### src/rtl/mips_int_pkg.sv
// Shared definitions for the MIPS vectored interrupt controller.
//   - Register word offsets inside the 16-byte window
//   - FSM state encoding (2 bits)
//   - CAUSE register field positions and a packing helper
package mips_int_pkg;

  // Byte offsets of the four registers relative to BASE_ADDR.
  localparam logic [3:0] OFF_MASK    = 4'h0;
  localparam logic [3:0] OFF_PENDING = 4'h4;
  localparam logic [3:0] OFF_VBASE   = 4'h8;
  localparam logic [3:0] OFF_CAUSE   = 4'hC;

  typedef enum logic [1:0] {
    ST_IDLE    = 2'd0,
    ST_REQ     = 2'd1,
    ST_SERVICE = 2'd2
  } state_t;

  // CAUSE = {in_service, 27'b0, id[3:0]}
  localparam int CAUSE_SVC_BIT = 31;
  localparam int CAUSE_ID_LSB  = 0;
  localparam int CAUSE_ID_W    = 4;

  function automatic logic [31:0] cause_word(input logic in_service,
                                             input logic [CAUSE_ID_W-1:0] id);
    logic [31:0] w;
    w = '0;
    w[CAUSE_SVC_BIT] = in_service;
    w[CAUSE_ID_LSB +: CAUSE_ID_W] = id;
    return w;
  endfunction

endpackage

### src/rtl/mips_int_ctrl_sync.sv
// int_sync_edge: two-flop synchroniser plus rising-edge detector, one per
// request line.
//   clk       processor clock
//   reset     synchronous, active-low reset (clears all flops)
//   irq_in    asynchronous request lines
//   irq_edge  one-cycle pulse per line: sync2 & ~prev
module int_sync_edge #(
  parameter int NUM_IRQ = 4
) (
  input  logic               clk,
  input  logic               reset,
  input  logic [NUM_IRQ-1:0] irq_in,
  output logic [NUM_IRQ-1:0] irq_edge
);

  logic [NUM_IRQ-1:0] sync1_reg;
  logic [NUM_IRQ-1:0] sync2_reg;
  logic [NUM_IRQ-1:0] prev_reg;

  always_ff @(posedge clk) begin
    if (!reset) begin
      sync1_reg <= '0;
      sync2_reg <= '0;
      prev_reg  <= '0;
    end else begin
      sync1_reg <= irq_in;
      sync2_reg <= sync1_reg;
      prev_reg  <= sync2_reg;
    end
  end

  generate
    for (genvar gi = 0; gi < NUM_IRQ; gi++) begin : g_edge
      assign irq_edge[gi] = sync2_reg[gi] & ~prev_reg[gi];
    end
  endgenerate

endmodule

### src/rtl/mips_int_ctrl.sv
// mips_int_ctrl: vectored interrupt controller in front of the single-cycle
// MIPS core. Synchronises/edge-detects request lines, latches them as
// pending, masks them, picks the lowest-numbered one and hands it to the CPU
// with an ISR vector. A 4-word register window sits on the data bus.
//   clk        processor clock
//   reset      synchronous, active-low reset
//   irq_in     async request lines (rising edge = request)
//   int_ack    CPU accepted the interrupt
//   eoi        CPU executed JEPC
//   bus_we/bus_addr/bus_wdata  data-bus write port
//   bus_hit    address falls inside the register window
//   bus_rdata  combinational register read data
//   interrupt  request to the CPU (registered)
//   vector     ISR address (registered)
module mips_int_ctrl
  import mips_int_pkg::*;
#(
  parameter int          NUM_IRQ   = 4,
  parameter logic [31:0] BASE_ADDR = 32'h0000_0800,
  parameter logic [31:0] VBASE_RST = 32'h0000_0080,
  parameter int          VEC_SHIFT = 4
) (
  input  logic               clk,
  input  logic               reset,
  input  logic [NUM_IRQ-1:0] irq_in,
  input  logic               int_ack,
  input  logic               eoi,
  input  logic               bus_we,
  input  logic [31:0]        bus_addr,
  input  logic [31:0]        bus_wdata,
  output logic               bus_hit,
  output logic [31:0]        bus_rdata,
  output logic               interrupt,
  output logic [31:0]        vector
);

  logic [NUM_IRQ-1:0] irq_edge;

  int_sync_edge #(.NUM_IRQ(NUM_IRQ)) u_sync (
    .clk      (clk),
    .reset    (reset),
    .irq_in   (irq_in),
    .irq_edge (irq_edge)
  );

  state_t             state_reg, state_next;
  logic [NUM_IRQ-1:0] mask_reg, mask_next;
  logic [NUM_IRQ-1:0] pending_reg, pending_next;
  logic [31:0]        vbase_reg, vbase_next;
  logic [3:0]         id_reg, id_next;
  logic [31:0]        vector_reg, vector_next;
  logic               interrupt_reg, interrupt_next;

  // Bus decode: the subtraction keeps the window test independent of
  // BASE_ADDR alignment.
  logic [31:0] addr_off;
  logic [3:0]  reg_sel;
  logic        wr_mask, wr_pending, wr_vbase;

  assign addr_off   = bus_addr - BASE_ADDR;
  assign bus_hit    = (addr_off < 32'd16);
  assign reg_sel    = {addr_off[3:2], 2'b00};
  assign wr_mask    = bus_we && bus_hit && (reg_sel == OFF_MASK);
  assign wr_pending = bus_we && bus_hit && (reg_sel == OFF_PENDING);
  assign wr_vbase   = bus_we && bus_hit && (reg_sel == OFF_VBASE);

  always_comb begin
    bus_rdata = '0;
    if (bus_hit) begin
      case (reg_sel)
        OFF_MASK:    bus_rdata = 32'(mask_reg);
        OFF_PENDING: bus_rdata = 32'(pending_reg);
        OFF_VBASE:   bus_rdata = vbase_reg;
        default:     bus_rdata = cause_word(state_reg == ST_SERVICE, id_reg);
      endcase
    end
  end

  // Fixed-priority pick: scanning downward leaves the lowest set index.
  logic [NUM_IRQ-1:0] req;
  logic               req_any;
  logic [3:0]         sel_id;

  always_comb begin
    req     = pending_reg & mask_reg;
    req_any = |req;
    sel_id  = '0;
    for (int i = NUM_IRQ - 1; i >= 0; i--) begin
      if (req[i]) sel_id = 4'(i);
    end
  end

  // Acknowledge clears the serviced line; a same-cycle edge still re-sets it
  // because edges are OR-ed in after all clears.
  logic [NUM_IRQ-1:0] ack_clr;
  logic [NUM_IRQ-1:0] w1c_clr;

  always_comb begin
    ack_clr = '0;
    if (state_reg == ST_REQ && int_ack) begin
      for (int i = 0; i < NUM_IRQ; i++) begin
        if (id_reg == 4'(i)) ack_clr[i] = 1'b1;
      end
    end
    w1c_clr      = wr_pending ? bus_wdata[NUM_IRQ-1:0] : '0;
    pending_next = (pending_reg & ~(w1c_clr | ack_clr)) | irq_edge;
    mask_next    = wr_mask ? bus_wdata[NUM_IRQ-1:0] : mask_reg;
    vbase_next   = wr_vbase ? {bus_wdata[31:2], 2'b00} : vbase_reg;
  end

  always_comb begin
    state_next     = state_reg;
    id_next        = id_reg;
    vector_next    = vector_reg;
    interrupt_next = interrupt_reg;
    case (state_reg)
      ST_IDLE: begin
        if (req_any) begin
          id_next        = sel_id;
          vector_next    = vbase_reg + (32'(sel_id) << VEC_SHIFT);
          interrupt_next = 1'b1;
          state_next     = ST_REQ;
        end
      end
      ST_REQ: begin
        if (int_ack) begin
          interrupt_next = 1'b0;
          state_next     = ST_SERVICE;
        end
      end
      ST_SERVICE: begin
        if (eoi) state_next = ST_IDLE;
      end
      default: begin
        interrupt_next = 1'b0;
        state_next     = ST_IDLE;
      end
    endcase
  end

  always_ff @(posedge clk) begin
    if (!reset) state_reg <= ST_IDLE;
    else        state_reg <= state_next;
  end

  always_ff @(posedge clk) begin
    if (!reset) begin
      mask_reg      <= '0;
      pending_reg   <= '0;
      vbase_reg     <= VBASE_RST;
      id_reg        <= '0;
      vector_reg    <= VBASE_RST;
      interrupt_reg <= 1'b0;
    end else begin
      mask_reg      <= mask_next;
      pending_reg   <= pending_next;
      vbase_reg     <= vbase_next;
      id_reg        <= id_next;
      vector_reg    <= vector_next;
      interrupt_reg <= interrupt_next;
    end
  end

  assign interrupt = interrupt_reg;
  assign vector    = vector_reg;

endmodule

### config.mk
export PLATFORM = sky130hd
export DESIGN_NAME = mips_int_ctrl
export DESIGN_NICKNAME = d
export VERILOG_FILES = /design/src/rtl/mips_int_pkg.sv /design/src/rtl/mips_int_ctrl_sync.sv /design/src/rtl/mips_int_ctrl.sv
export SDC_FILE = /design/constraint.sdc
export NUM_CORES = 1
export LEC_CHECK = 0
export CORE_MARGIN = 2
export CORE_UTILIZATION = 30
export CTS_CLUSTER_SIZE = 10
export DETAILED_ROUTE_END_ITERATION = 10
export RECOVER_POWER = 100
export SYNTH_ARGS = -nofsm -noshare
export SYNTH_HDL_FRONTEND = slang
export SYNTH_HIERARCHICAL = 1
export SYNTH_SLANG_ARGS = --single-unit
### constraint.sdc
create_clock -name clk -period 6.1 [get_ports clk]
set_clock_uncertainty 0.15 [all_clocks]
set_input_delay 1.22 -clock clk [delete_from_list [all_inputs] [get_ports clk]]
set_output_delay 1.22 -clock clk [all_outputs]
set_load 0.01 [all_outputs]
==> run metrics <==
r2r setup slk 2.61 ns; synthesized cell area 4640 sq um; Clock H-tree levels 3; final instance count without filler cells 843; worst path cell trace clkdlybuf4s50_1 > or4_1 > or4b_4 > a2111oi_4 > and2_4 > nand4_4 > buf_12 > nor3b_1 > dlygate4sd3_1; clk root buf clkbuf_16; Synth-to-Final Area Change 38.6%; max incr delay on CP 0.65 ns; outcome finished with violations; Synth area leaders dfxtp_1 (37%), a21oi_1 (6.0%), o31ai_1 (5.5%), nand4_1 (5.1%), nor3b_2 (4.3%); largest family of logic cells by synthesized area simple AND/OR/NAND/NOR gates; drt drc 0; Final setup viols 0; placed cells 827; Post-synth EDFFs 0; DRT antenna net count 0; Yosys reg bits 85; drt total wl 14.0 mm; post-route cell area 6430 sq um; failing checks max-capacitance violations, max-slew violations; CP required 4.73 ns; Final Cycle Share 97.1%; Critical Path AT 4.55 ns; Simple-Gate Fraction of Synth Area 28.8%; hpwl dp 10.1 mm; Synth async-reset ratio 0%; Yosys cell types 59; final setup margin 0.178 ns; CP Max Fanout 28; vias in the first global route 4,431; min cycle time layout 5.92 ns; Critical Path Start Type input port; gr usage total 16.9%; I/O pins 139; mean number of vias per cell 5.38; via count 4,532; post-synthesis mux area share 2.00%; Leakage 2.16 nW; Nets 727; PortBufs 134; worst-skew pair later-pin latency 0.35 ns; First-pass DRT Iterations 5; CP Class input port to output pin; Reg clk slew, reported paths 0.06 ns; share of post-route cells with drive strength above 1 9.77%; cts hold-fix bufs 0; Synth top area share 36.7%; Synth Area in Adders 1.24%; Setup crit end kind output pin; post-CTS sizing 0; setup repair bufs after CTS 0; chip width 128 um; Num CTS Buffers 9; Fill cells 1,473; core box area 15,100 sq um; gpl congestion 0.876; Cell Area, Placed 6110 sq um; PwrDens 197 nW/um^2; largest net degree at the start of global routing 58; first-pass GRT wire length 22.0 mm; crit-path leading delay family simple AND/OR/NAND/NOR gates; Antenna Diode Count 0; die area 16,500 sq um; Least-Margin Pin Slew 1.62 ns; Peak VDD IR 0.178 mV; Synth area leader dfxtp_1; worst path bufs/invs 3; Gate Count Post-Synth 538; RSZ-0062 raised after global routing no; setup slack at placement 0.149 ns; Mean Syn Cell Area 8.62 sq um; Synth warnings 6; Seq/Total Area, Yosys 36.7%; CTS sink cnt 85; row count 45; Fin Setup TNS 0 ns; Max Slew Vio Count 107; GRT overflow 0; effective utilization at floorplan 30.6%; Synth Flop Type dfxtp_1; Max Cap Viol 3; fmax 169 MHz; Fin Hold WS 0.297 ns; die height 128 um; Hold Crit Class flip-flop to flip-flop; Synth Area in Compound Gates 20.5%; drt first-iter violations 271; Critical-path top delay cell dlygate4sd3_1; final hold vios 0; Max-slew headroom -7.83%; initial antenna violation count 0; WL/cell 16.6 um; CTS tree built; Post-Synth XOR/XNOR Area 4.91%; CTS max path bufs 2
## cells in the mapped netlist (11+ instances only)
master	count
inv_1	13
nor2_1	41
nand2_1	17
clkbuf_1	35
nor4_1	11
a211oi_1	16
dfxtp_1	85
nand3_1	16
o31ai_1	34
nand4_1	38
xnor2_1	15
o21ai_0	14
xor2_1	11
nor3b_2	16
a21oi_1	56
## worst register-to-register path: stages (launching register included)
cell and delay, ns:
dfxtp_1 0.34, nand2_1 0.08, a32oi_1 0.10, a21oi_1 0.24
ha_1 0.29, inv_1 0.08, fa_1 0.45, nor4_1 0.64
nand4_1 0.40, nor3_1 0.35, xnor2_1 0.16, a21oi_1 0.09
## per-layer routing
layer	global-route usage [%]	up-vias	wire length [um]	share of wire (%)
met5	0	-	0	0
met2	28.5	141	6650	47
met3	4.26	19	806	5.8
met1	20.4	2141	6240	45
met4	6.98	0	311	2.2
li1	-	2231	-	-
## cells in the final DEF, fill, tap and decap left out, types with 8 or more instances in the layout
master,instances
dfxtp_1,85
clkdlybuf4s50_1,70
dlygate4sd3_1,63
a21oi_1,56
nor2_1,41
nand4_1,38
o31ai_1,34
nand2_1,17
nor3b_2,17
nand3_1,16
a211oi_1,16
xnor2_1,15
o21ai_0,14
inv_1,13
nor4_1,11
xor2_1,11
clkbuf_16,9
nor3_1,8
nor2b_1,8
buf_4,8
and2_2,8
## layout make-up
cell class                      instances  area (sq um)  area share (%)
Timing Repair Buffer                  146          1430            22.2
Sequential cell                        85          1700            26.5
Clock buffer                           11           243            3.78
Multi-Input combinational cell        394          2690            41.8
Clock inverter                          5          82.6            1.28
Inverter                               14          52.6           0.818
Tap cell                              188           235            3.66
## worst paths after layout
check                                      endpoint                 from  cells past startpoint
worst max register to register           vector[28]       pending_reg[2]                     11
worst max-delay path                   bus_rdata[8]          bus_addr[9]                      9
worst min-delay path            u_sync/sync2_reg[1]  u_sync/sync1_reg[1]                      1
worst min register to register  u_sync/sync2_reg[1]  u_sync/sync1_reg[1]                      1
## through the flow
stage,total power [W],utilization [%]
4_1_cts,0.00128,42.5
6_report,0.00127,42.4
2_1_floorplan,0.000619,-
3_3_place_gp,0.000682,40.3
3_5_place_dp,0.000684,40.3
5_1_grt,0.00131,42.4
## logic make-up (layout without fill, tap and decap cells)
kind of cell / count (synthesis) / in the layout
simple gates: 210 / 210
compound gates: 143 / 143
flops: 85 / 85
buf+inv: 60 / 176
xor+xnor: 26 / 26
mux: 9 / 9
fa+ha+maj: 4 / 4
other cells: 1 / 2
## power breakdown
part,switching [W],internal [W],total [W],leakage [nW]
clock,0.000226,0.000371,0.000598,0.160
sequential,0.00000247,0.000559,0.000562,0.687
combinational,0.0000557,0.0000536,0.000109,1.31
No activity file was read; power rests on OpenSTA's default activity.
